--- src/rtl/alu_regfile.sv ---
// Operand register file (r0 hard-wired to zero, write-through bypass) and
// carry/zero flag register sitting upstream of the 8-bit ALU.
module alu_regfile #(
  parameter int unsigned DATA_W = 8,
  parameter int unsigned NREG   = 8,
  parameter int unsigned ADDR_W = 3
) (
  input  logic              i_clk,
  input  logic              i_rst_n,
  input  logic [ADDR_W-1:0] i_ra_addr,
  input  logic [ADDR_W-1:0] i_rb_addr,
  output logic [DATA_W-1:0] o_a_data,
  output logic [DATA_W-1:0] o_b_data,
  input  logic              i_we,
  input  logic [ADDR_W-1:0] i_wa_addr,
  input  logic [DATA_W-1:0] i_wd,
  input  logic              i_flag_we,
  input  logic              i_zero_in,
  input  logic              i_cout_in,
  output logic              o_carry_q,
  output logic              o_zero_q
);

  logic [DATA_W-1:0] r_regs [NREG];
  logic              r_carry;
  logic              r_zero;

  logic w_wr_valid;
  logic w_byp_a;
  logic w_byp_b;

  // Bypass is gated by reset so both ports read 0 while held in reset.
  assign w_wr_valid = i_rst_n && i_we && (i_wa_addr != '0);
  assign w_byp_a    = w_wr_valid && (i_wa_addr == i_ra_addr);
  assign w_byp_b    = w_wr_valid && (i_wa_addr == i_rb_addr);

  always_ff @(posedge i_clk or negedge i_rst_n) begin
    if (!i_rst_n) begin
      for (int i = 0; i < NREG; i++) begin
        r_regs[i] <= '0;
      end
    end else if (i_we && (i_wa_addr != '0)) begin
      r_regs[i_wa_addr] <= i_wd;
    end
  end

  always_ff @(posedge i_clk or negedge i_rst_n) begin
    if (!i_rst_n) begin
      r_carry <= 1'b0;
      r_zero  <= 1'b0;
    end else if (i_flag_we) begin
      r_carry <= i_cout_in;
      r_zero  <= i_zero_in;
    end
  end

  always_comb begin
    o_a_data = '0;
    o_b_data = '0;
    if (i_ra_addr != '0) begin
      o_a_data = w_byp_a ? i_wd : r_regs[i_ra_addr];
    end
    if (i_rb_addr != '0) begin
      o_b_data = w_byp_b ? i_wd : r_regs[i_rb_addr];
    end
  end

  assign o_carry_q = r_carry;
  assign o_zero_q  = r_zero;

endmodule

--- config.mk ---
export PLATFORM = sky130hd
export DESIGN_NAME = alu_regfile
export DESIGN_NICKNAME = d
export VERILOG_FILES = /design/src/rtl/alu_regfile.sv
export SDC_FILE = /design/constraint.sdc
export NUM_CORES = 1
export LEC_CHECK = 0
export ABC_AREA = 1
export CORE_ASPECT_RATIO = 0.6
export CORE_MARGIN = 3
export CORE_UTILIZATION = 35
export CTS_BUF_LIST = sky130_fd_sc_hd__clkbuf_4 sky130_fd_sc_hd__clkbuf_8
export DETAILED_ROUTE_END_ITERATION = 8
export GPL_ROUTABILITY_DRIVEN = 1
export PLACE_DENSITY = 0.63
export SLEW_MARGIN = 20
export SYNTH_ARGS = -nofsm -noshare
export SYNTH_HDL_FRONTEND = slang
export SYNTH_SLANG_ARGS = --single-unit
--- constraint.sdc ---
create_clock -name i_clk -period 1.9 [get_ports i_clk]
set_clock_uncertainty 0.1 [all_clocks]
set_input_delay 0.285 -clock i_clk [delete_from_list [all_inputs] [get_ports i_clk]]
set_output_delay 0.285 -clock i_clk [all_outputs]
set_load 0.05 [all_outputs]
==> flow_summary.html, run 1 <==
<table>
<tr><th>Metric</th><th>Value</th></tr>
<tr><th colspan="2">CTS</th></tr>
<tr><td>Insertion delay to the later sink of the worst-skew pair</td><td>0.36 ns</td></tr>
<tr><td>CTS buffer count</td><td>9</td></tr>
<tr><td>Number of clock sinks</td><td>66</td></tr>
<tr><td>Hold bufs inserted after CTS</td><td>0</td></tr>
<tr><td>Clock root buffer</td><td>sky130_fd_sc_hd__clkbuf_8</td></tr>
<tr><td>Clock slew at reported path FFs</td><td>0.07 ns</td></tr>
<tr><td>TritonCTS clock tree</td><td>yes</td></tr>
<tr><td>Maximum buffer depth of the clock tree</td><td>2</td></tr>
<tr><td>H-tree levels</td><td>3</td></tr>
<tr><th colspan="2">GRT</th></tr>
<tr><td>Global route overflow</td><td>0</td></tr>
<tr><td>All-Layer GR Usage</td><td>23.5%</td></tr>
<tr><td>Number of antenna violations at the first check in global routing</td><td>0</td></tr>
<tr><td>First-pass GRT wire length</td><td>22600 µm</td></tr>
<tr><td>Largest net degree at the start of global routing</td><td>67</td></tr>
<tr><td>Vias in the first global route</td><td>4193</td></tr>
<tr><th colspan="2">Cells and area</th></tr>
<tr><td>Net count, final</td><td>696</td></tr>
<tr><td>Final-layout fill cell count</td><td>1066</td></tr>
<tr><td>Most common library cell in the layout ignoring fill and taps</td><td>sky130_fd_sc_hd__nand2_1</td></tr>
<tr><td>Diode insertion count for antenna repair</td><td>0</td></tr>
<tr><td>Footprint of the flip-flops and latches</td><td>0.00165 mm²</td></tr>
<tr><td>Core Util, Final</td><td>51.6%</td></tr>
<tr><td>Area growth syn-to-layout</td><td>40.3%</td></tr>
<tr><td>Share of layout cells above drive strength 1</td><td>27.0%</td></tr>
<tr><td>Most frequent cells in the layout</td><td>sky130_fd_sc_hd__nand2_1, sky130_fd_sc_hd__nand3_1, sky130_fd_sc_hd__dfrtp_1</td></tr>
<tr><td>Combined area of the multi-input logic cells</td><td>0.00227 mm²</td></tr>
<tr><th colspan="2">Worst setup path</th></tr>
<tr><td>CP Data Arrival Time</td><td>1.51 ns</td></tr>
<tr><td>Sequence of cells on the critical path</td><td>nand2_1 -&gt; nand3_1 -&gt; nand3_1 -&gt; nand2_1 -&gt; nor2_1 -&gt; nor2_2 -&gt; buf_12</td></tr>
<tr><td>Max stage delay on crit path</td><td>0.41 ns</td></tr>
<tr><td>Kind of start point of the critical path</td><td>flip-flop</td></tr>
<tr><td>Crit end category</td><td>output port</td></tr>
<tr><td>CP Launch Point</td><td>r_regs[14]</td></tr>
<tr><td>Class of the most critical setup path</td><td>flip-flop to output port</td></tr>
<tr><td>Critical path peak fanout</td><td>3</td></tr>
<tr><td>Worst reg2reg path startpoint</td><td>r_regs[14]</td></tr>
<tr><td>Cell with the largest stage delay on the worst path</td><td>sky130_fd_sc_hd__dfrtp_1</td></tr>
<tr><td>Worst path required time</td><td>1.51 ns</td></tr>
<tr><th colspan="2">Detailed routing</th></tr>
<tr><td>Total wirelength of the detailed-routed design</td><td>14300 µm</td></tr>
<tr><td>Antenna-violating nets left</td><td>0</td></tr>
<tr><td>Post-detailed-route DRC marker count</td><td>0</td></tr>
<tr><td>Iter 0 DRT Violations</td><td>573</td></tr>
<tr><td>Post-detailed-route wirelength per cell</td><td>17.5 µm</td></tr>
<tr><td>First-pass iteration count of the detailed router</td><td>5</td></tr>
<tr><td>Total via count after detailed routing</td><td>4404</td></tr>
<tr><td>Detail-routed via count per cell</td><td>5.39</td></tr>
<tr><th colspan="2">Timing</th></tr>
<tr><td>RSZ-0062 raised after global routing</td><td>true</td></tr>
<tr><td>Final worst slack</td><td>0.00661 ns</td></tr>
<tr><td>Tightest hold margin</td><td>0.0379 ns</td></tr>
<tr><td>Count of endpoints failing setup in the final report</td><td>0</td></tr>
<tr><td>Worst rel slew slack</td><td>42.3%</td></tr>
<tr><td>Final Hold Violating Endpoints</td><td>0</td></tr>
<tr><td>Final Max Tran Viols</td><td>0</td></tr>
<tr><td>Min Tclk post-route</td><td>1.89 ns</td></tr>
<tr><td>Share of the clock period used by the worst path</td><td>99.7%</td></tr>
<tr><td>Highest clock frequency the design can meet</td><td>0.528 GHz</td></tr>
<tr><td>Worst Tran Pin Value</td><td>0.866 ns</td></tr>
<tr><th colspan="2">Synth</th></tr>
<tr><td>Synth unique cells</td><td>23</td></tr>
<tr><td>Cell taking the most area after synthesis</td><td>sky130_fd_sc_hd__dfrtp_1</td></tr>
<tr><td>Dominant combinational cell family by area after synthesis</td><td>simple AND/OR/NAND/NOR gates</td></tr>
<tr><td>Post-synthesis share of cell area spent on xor and xnor gates</td><td>0.630%</td></tr>
<tr><td>Compound-cell area share of the yosys netlist</td><td>9.47%</td></tr>
<tr><td>Synth Instances</td><td>591</td></tr>
<tr><td>Area fraction of the dominant cell type after synthesis</td><td>41.5%</td></tr>
<tr><td>Share of cell area taken by muxes after synthesis</td><td>0.567%</td></tr>
<tr><td>Top cells by area in the synthesized netlist</td><td>sky130_fd_sc_hd__dfrtp_1, sky130_fd_sc_hd__nand2_1, sky130_fd_sc_hd__nand3_1, sky130_fd_sc_hd__o21ai_0, sky130_fd_sc_hd__a21oi_1</td></tr>
<tr><td>Share of synthesized cell area in and, or, nand and nor gates</td><td>41.2%</td></tr>
<tr><td>Mean instance size in the synthesized netlist</td><td>6.73 µm²</td></tr>
<tr><td>Number of nets in the synthesized netlist</td><td>614</td></tr>
<tr><td>Cell area after synthesis</td><td>0.00398 mm²</td></tr>
<tr><td>Sequential fraction of the synthesis area</td><td>41.5%</td></tr>
<tr><td>Count of state elements after synthesis</td><td>66</td></tr>
<tr><td>Number of warnings reported in the yosys synthesis log</td><td>0</td></tr>
<tr><td>Arithmetic-cell share of the synthesized area counting full adders, half adders and majority gates</td><td>0%</td></tr>
<tr><th colspan="2">Flow run</th></tr>
<tr><td>Max_cap viols</td><td>0</td></tr>
<tr><th colspan="2">Floorplanning</th></tr>
<tr><td>Full die area</td><td>0.0127 mm²</td></tr>
<tr><td>Core area</td><td>0.0108 mm²</td></tr>
<tr><td>Site row count</td><td>29</td></tr>
<tr><td>Initial Util</td><td>36.8%</td></tr>
<tr><td>Vertical die dimension</td><td>88.6 µm</td></tr>
<tr><td>I/O pin cnt</td><td>41</td></tr>
<tr><td>Die X</td><td>144 µm</td></tr>
<tr><th colspan="2">Placed design</th></tr>
<tr><td># port buffers</td><td>40</td></tr>
<tr><td>Pre-CTS setup slack</td><td>-0.397 ns</td></tr>
<tr><td>GPL Wtd Cong</td><td>0.975</td></tr>
<tr><td>Post-detailed-placement half-perimeter wirelength</td><td>9980 µm</td></tr>
<tr><th colspan="2">Power and ir drop</th></tr>
<tr><td>Power Density</td><td>823 mW/mm²</td></tr>
<tr><td>Highest ir drop seen on vdd</td><td>0.436 mV</td></tr>
<tr><td>Static leakage</td><td>0.00275 µW</td></tr>
<tr><th colspan="2">Hold path</th></tr>
<tr><td>Class of the tightest hold or removal check</td><td>input pin to async pin</td></tr>
<tr><th colspan="2">Run status</th></tr>
<tr><td>Status</td><td>completed</td></tr>
</table>
==> registers in the layout, indices dropped and copies added (netlist names) <==
name,flops
r_regs,64
o_carry_q,1
o_zero_q,1
==> stage by stage <==
| step | setup TNS [ns] | instance area, µm² | std cells | total power (µW) |
|---|---|---|---|---|
| 3_5_place_dp | -6.02 | 5090 | 791 | 3300 |
| 3_3_place_gp | -5.69 | 5090 | 791 | 3260 |
| 2_1_floorplan | 0 | 4000 | 591 | 2640 |
| 6_report | 0 | 5580 | 817 | 4590 |
| 4_1_cts | 0 | 5440 | 810 | 4500 |
| 5_1_grt | -0.524 | 5580 | 817 | 4860 |
==> worst max-delay path, delay by kind of cell, from the launching register on <==
kind,cells,cell delay [ns]
buffers and inverters,1,0.14
flip-flops,1,0.41
AND/OR/NAND/NOR,6,0.60
==> routing by layer <==
| layer | part of all wire (%) | up-vias | track usage [%] |
|---|---|---|---|
| met5 | 0 | - | 0 |
| met1 | 47 | 2072 | 35.0 |
| met4 | 1.1 | 0 | 5.64 |
| met3 | 9.2 | 24 | 6.16 |
| li1 | - | 2065 | - |
| met2 | 43 | 243 | 34.2 |
==> what timing repair did <==
| action | CTS | global route |
|---|---|---|
| pin swaps | 10 | 49 |
| cloned | 2 | 0 |
| resized for setup | 56 | 50 |
| endpoints found under the setup margin | 18 | 16 |
| buffers inserted | 1 | 7 |
==> report_power, final <==
part	switching, µW	total [µW]	internal, µW	leakage [µW]
Clock	608	1160	549	0.0000919
Combinational	903	1590	686	0.00183
Sequential	207	1840	1640	0.000828
==> kinds of logic (layout without fill, tap and decap cells) <==
kind of cell | count (synthesis) | in the layout
buffers and inverters | 62 | 149
multiplexers | 2 | 2
AO/OA/AOI/OAI | 73 | 73
flip-flops | 66 | 66
AND/OR/NAND/NOR | 386 | 386
XOR/XNOR | 2 | 2
==> worst paths after layout <==
check	to	slack, ns	cells after the start
setup / recovery	o_a_data[6]	0.007	7
hold / removal	r_regs[1]	0.04	2
setup reg to reg	r_regs[14]	0.99	3
hold reg to reg	r_regs[62]	0.31	0
max in group asynchronous	r_regs[49]	1.06	2
min in group i_clk	r_regs[62]	0.31	0
==> area by class of cell <==
class | instances | area share (%)
Multi-Input combinational cell | 463 | 40.7
Sequential cell | 66 | 29.6
Timing Repair Buffer | 108 | 21.4
Tap cell | 139 | 3.12
Clock buffer | 11 | 2.71
Inverter | 25 | 1.77
Clock inverter | 5 | 0.673
==> cell usage after synthesis (all sizes together) <==
cell type	count
nor3	1
clkbuf	18
nand4	8
o21ai	48
inv	24
dfrtp	66
a21oi	25
buf	19
clkinv	1
nand3	84
nand2	250
mux2	2
nor2	43
xnor2	1
xor2	1
Note: power is estimated with default switching activity, not from simulation.
==> run 2: changes to the inputs <==
- CORE_UTILIZATION: 35 -> 50
- PLACE_DENSITY: 0.63 -> 0.81
==> run 2 against run 1 <==
  * Critical path type unchanged
  * Sequential share of layout area fell by 0.89 points
  * Power rose by 6.3%
  * Largest cell class unchanged
  * Register-to-register slack barely moved
  * Non-clock buffer count rose by 11
  * Worst hold slack improved by 0.041 ns
  * Via count rose by 7.3%
  * The flow now finishes with violations (negative setup slack)
  * Die area fell by 28%
==> flow_summary.html, run 2 (synthesis results as in run 1) <==
<table>
<tr><th>Metric</th><th>Value</th></tr>
<tr><th colspan="2">Run status</th></tr>
<tr><td>Status</td><td>finished with violations</td></tr>
<tr><td>Failing checks</td><td>negative setup slack</td></tr>
<tr><th colspan="2">Cells and area</th></tr>
<tr><td>Top register by number of flip-flops</td><td>r_regs</td></tr>
<tr><td>Core Util, Final</td><td>76.9%</td></tr>
<tr><td>Diode insertion count for antenna repair</td><td>0</td></tr>
<tr><td>Most frequent cells in the layout</td><td>sky130_fd_sc_hd__nand2_1, sky130_fd_sc_hd__dfrtp_1, sky130_fd_sc_hd__buf_4</td></tr>
<tr><td>Summed area of non-filler cells in the final layout</td><td>0.00575 mm²</td></tr>
<tr><td>Net count, final</td><td>707</td></tr>
<tr><td>Most common library cell in the layout ignoring fill and taps</td><td>sky130_fd_sc_hd__nand2_1</td></tr>
<tr><td>Share of layout cells above drive strength 1</td><td>31.9%</td></tr>
<tr><td>Max FFs per register</td><td>64</td></tr>
<tr><td>Area growth syn-to-layout</td><td>44.7%</td></tr>
<tr><td>Footprint of the flip-flops and latches</td><td>0.00165 mm²</td></tr>
<tr><td>Combined area of the multi-input logic cells</td><td>0.00238 mm²</td></tr>
<tr><td>Final-layout fill cell count</td><td>530</td></tr>
<tr><th colspan="2">Worst setup path</th></tr>
<tr><td>Kind of start point of the critical path</td><td>flip-flop</td></tr>
<tr><td>Sequence of cells on the critical path</td><td>nand2_1 -&gt; nand3_1 -&gt; nand2_1 -&gt; nand2_1 -&gt; nand2_1 -&gt; nand2_1 -&gt; inv_2 -&gt; nor2_4 -&gt; buf_12</td></tr>
<tr><td>Number of cell instances on the worst register-to-register path</td><td>3</td></tr>
<tr><td>Sum of buffers and inverters on the critical path</td><td>2</td></tr>
<tr><td>Crit end category</td><td>output port</td></tr>
<tr><td>Worst path required time</td><td>1.51 ns</td></tr>
<tr><td>Critical path peak fanout</td><td>3</td></tr>
<tr><td>Class of the most critical setup path</td><td>flip-flop to output port</td></tr>
<tr><td>Top cell by count, worst path</td><td>sky130_fd_sc_hd__nand2_1</td></tr>
<tr><td>Worst path top cell family by delay</td><td>simple AND/OR/NAND/NOR gates</td></tr>
<tr><td>CP Data Arrival Time</td><td>1.53 ns</td></tr>
<tr><td>Cell with the largest stage delay on the worst path</td><td>sky130_fd_sc_hd__dfrtp_1</td></tr>
<tr><td>Cell depth of the worst setup path</td><td>9</td></tr>
<tr><td>Max stage delay on crit path</td><td>0.38 ns</td></tr>
<tr><th colspan="2">Floorplanning</th></tr>
<tr><td>Full die area</td><td>0.00909 mm²</td></tr>
<tr><td>I/O pin cnt</td><td>41</td></tr>
<tr><td>Core area</td><td>0.00748 mm²</td></tr>
<tr><td>Vertical die dimension</td><td>75.1 µm</td></tr>
<tr><td>Initial Util</td><td>53.2%</td></tr>
<tr><td>Die X</td><td>121 µm</td></tr>
<tr><td>Site row count</td><td>24</td></tr>
<tr><th colspan="2">Placed design</th></tr>
<tr><td># port buffers</td><td>40</td></tr>
<tr><td>Area after detailed placement</td><td>0.00510 mm²</td></tr>
<tr><td>Pre-CTS setup slack</td><td>-0.387 ns</td></tr>
<tr><td>GPL Wtd Cong</td><td>1.01</td></tr>
<tr><td>Post-detailed-placement half-perimeter wirelength</td><td>10300 µm</td></tr>
<tr><th colspan="2">Power and ir drop</th></tr>
<tr><td>Reg power frac</td><td>37.8%</td></tr>
<tr><td>Overall Power</td><td>4880 µW</td></tr>
<tr><td>Highest ir drop seen on vdd</td><td>0.528 mV</td></tr>
<tr><td>Share of power burned in the clock network</td><td>26.5%</td></tr>
<tr><td>Internal cell power</td><td>3050 µW</td></tr>
<tr><td>Total net switching power</td><td>1830 µW</td></tr>
<tr><td>Power Density</td><td>848 mW/mm²</td></tr>
<tr><td>Logic gate share of total power</td><td>35.7%</td></tr>
<tr><td>Static leakage</td><td>0.00285 µW</td></tr>
<tr><td>Switching Fraction</td><td>37.6%</td></tr>
<tr><th colspan="2">Detailed routing</th></tr>
<tr><td>Iter 0 DRT Violations</td><td>831</td></tr>
<tr><td>Post-detailed-route wirelength per cell</td><td>19.5 µm</td></tr>
<tr><td>Total via count after detailed routing</td><td>4724</td></tr>
<tr><td>Total wirelength of the detailed-routed design</td><td>15400 µm</td></tr>
<tr><td>Post-detailed-route DRC marker count</td><td>0</td></tr>
<tr><td>First-pass iteration count of the detailed router</td><td>5</td></tr>
<tr><td>Detail-routed via count per cell</td><td>5.96</td></tr>
<tr><td>Antenna-violating nets left</td><td>0</td></tr>
<tr><th colspan="2">GRT</th></tr>
<tr><td>Global route overflow</td><td>0</td></tr>
<tr><td>Vias in the first global route</td><td>4147</td></tr>
<tr><td>Largest net degree at the start of global routing</td><td>67</td></tr>
<tr><td>All-Layer GR Usage</td><td>33.9%</td></tr>
<tr><td>Number of antenna violations at the first check in global routing</td><td>0</td></tr>
<tr><td>First-pass GRT wire length</td><td>22800 µm</td></tr>
<tr><th colspan="2">Timing</th></tr>
<tr><td>Highest clock frequency the design can meet</td><td>0.522 GHz</td></tr>
<tr><td>Worst rel slew slack</td><td>41.1%</td></tr>
<tr><td>Final Max Tran Viols</td><td>0</td></tr>
<tr><td>Final worst slack</td><td>-0.0172 ns</td></tr>
<tr><td>Final Hold Violating Endpoints</td><td>0</td></tr>
<tr><td>Worst Tran Pin Value</td><td>0.883 ns</td></tr>
<tr><td>Min Tclk post-route</td><td>1.92 ns</td></tr>
<tr><td>Share of the clock period used by the worst path</td><td>101%</td></tr>
<tr><td>Count of endpoints failing setup in the final report</td><td>1</td></tr>
<tr><td>RSZ-0062 raised after global routing</td><td>true</td></tr>
<tr><td>Accumulated negative setup slack</td><td>-0.0172 ns</td></tr>
<tr><th colspan="2">CTS</th></tr>
<tr><td>Maximum buffer depth of the clock tree</td><td>2</td></tr>
<tr><td>Clock root buffer</td><td>sky130_fd_sc_hd__clkbuf_8</td></tr>
<tr><td>CTS buffer count</td><td>9</td></tr>
<tr><td>Insertion delay to the later sink of the worst-skew pair</td><td>0.36 ns</td></tr>
<tr><td>Hold bufs inserted after CTS</td><td>0</td></tr>
<tr><td>Clock slew at reported path FFs</td><td>0.08 ns</td></tr>
<tr><td>Number of clock sinks</td><td>66</td></tr>
<tr><td>TritonCTS clock tree</td><td>yes</td></tr>
<tr><td>H-tree levels</td><td>3</td></tr>
<tr><th colspan="2">Flow run</th></tr>
<tr><td>Max_cap viols</td><td>0</td></tr>
<tr><th colspan="2">Hold path</th></tr>
<tr><td>Class of the tightest hold or removal check</td><td>input pin to async pin</td></tr>
</table>
-- run 2: final cells by class --
class | instances | share of cell area [%]
clock buffers | 10 | 2.39
clock inverters | 6 | 1.26
inverters | 25 | 1.76
multi-input cells | 463 | 41.4
flip-flops and latches | 66 | 28.7
well taps | 104 | 2.26
repair buffers | 119 | 22.2
-- run 2: metrics by stage --
step	hold WS (ns)	cells
final	0.0793	793
after detailed placement	0.291	759
after CTS	0.0943	778
after floorplan	-0.111	591
after global routing	0.138	793
after global placement	0.289	759
-- run 2: final timing paths --
path                                 start          end  slack [ns]
worst max register to register  r_regs[21]   r_regs[21]        0.98
worst max-delay path            r_regs[36]  o_a_data[4]       -0.02
max in group asynchronous          i_rst_n   r_regs[44]        0.98
min in group i_clk              r_regs[61]   r_regs[61]        0.32
worst min-delay path               i_rst_n   r_regs[63]        0.08
worst min register to register  r_regs[61]   r_regs[61]        0.32
-- run 2: per-layer routing --
layer | vias to the layer above | wire length, µm | GRT usage, %
met5 | - | 0 | 0
met4 | 0 | 452 | 12.1
met3 | 48 | 1880 | 9.31
met2 | 331 | 6660 | 48.5
met1 | 2248 | 6450 | 49.4
li1 | 2097 | - | -
-- run 2: repair_timing --
action	in CTS	in global routing
cloned	1	0
pin swaps	13	60
buffers inserted	2	15
endpoints found under the setup margin	18	16
gates resized for setup	60	71
-- run 2: power groups by stage --
stage / registers (µW) / logic, µW / clock network, µW
2_1_floorplan: 1810 / 831 / 0
3_3_place_gp: 1840 / 1440 / 0
3_5_place_dp: 1860 / 1470 / 0
4_1_cts: 1830 / 1520 / 1310
5_1_grt: 1860 / 1860 / 1370
6_report: 1840 / 1740 / 1290
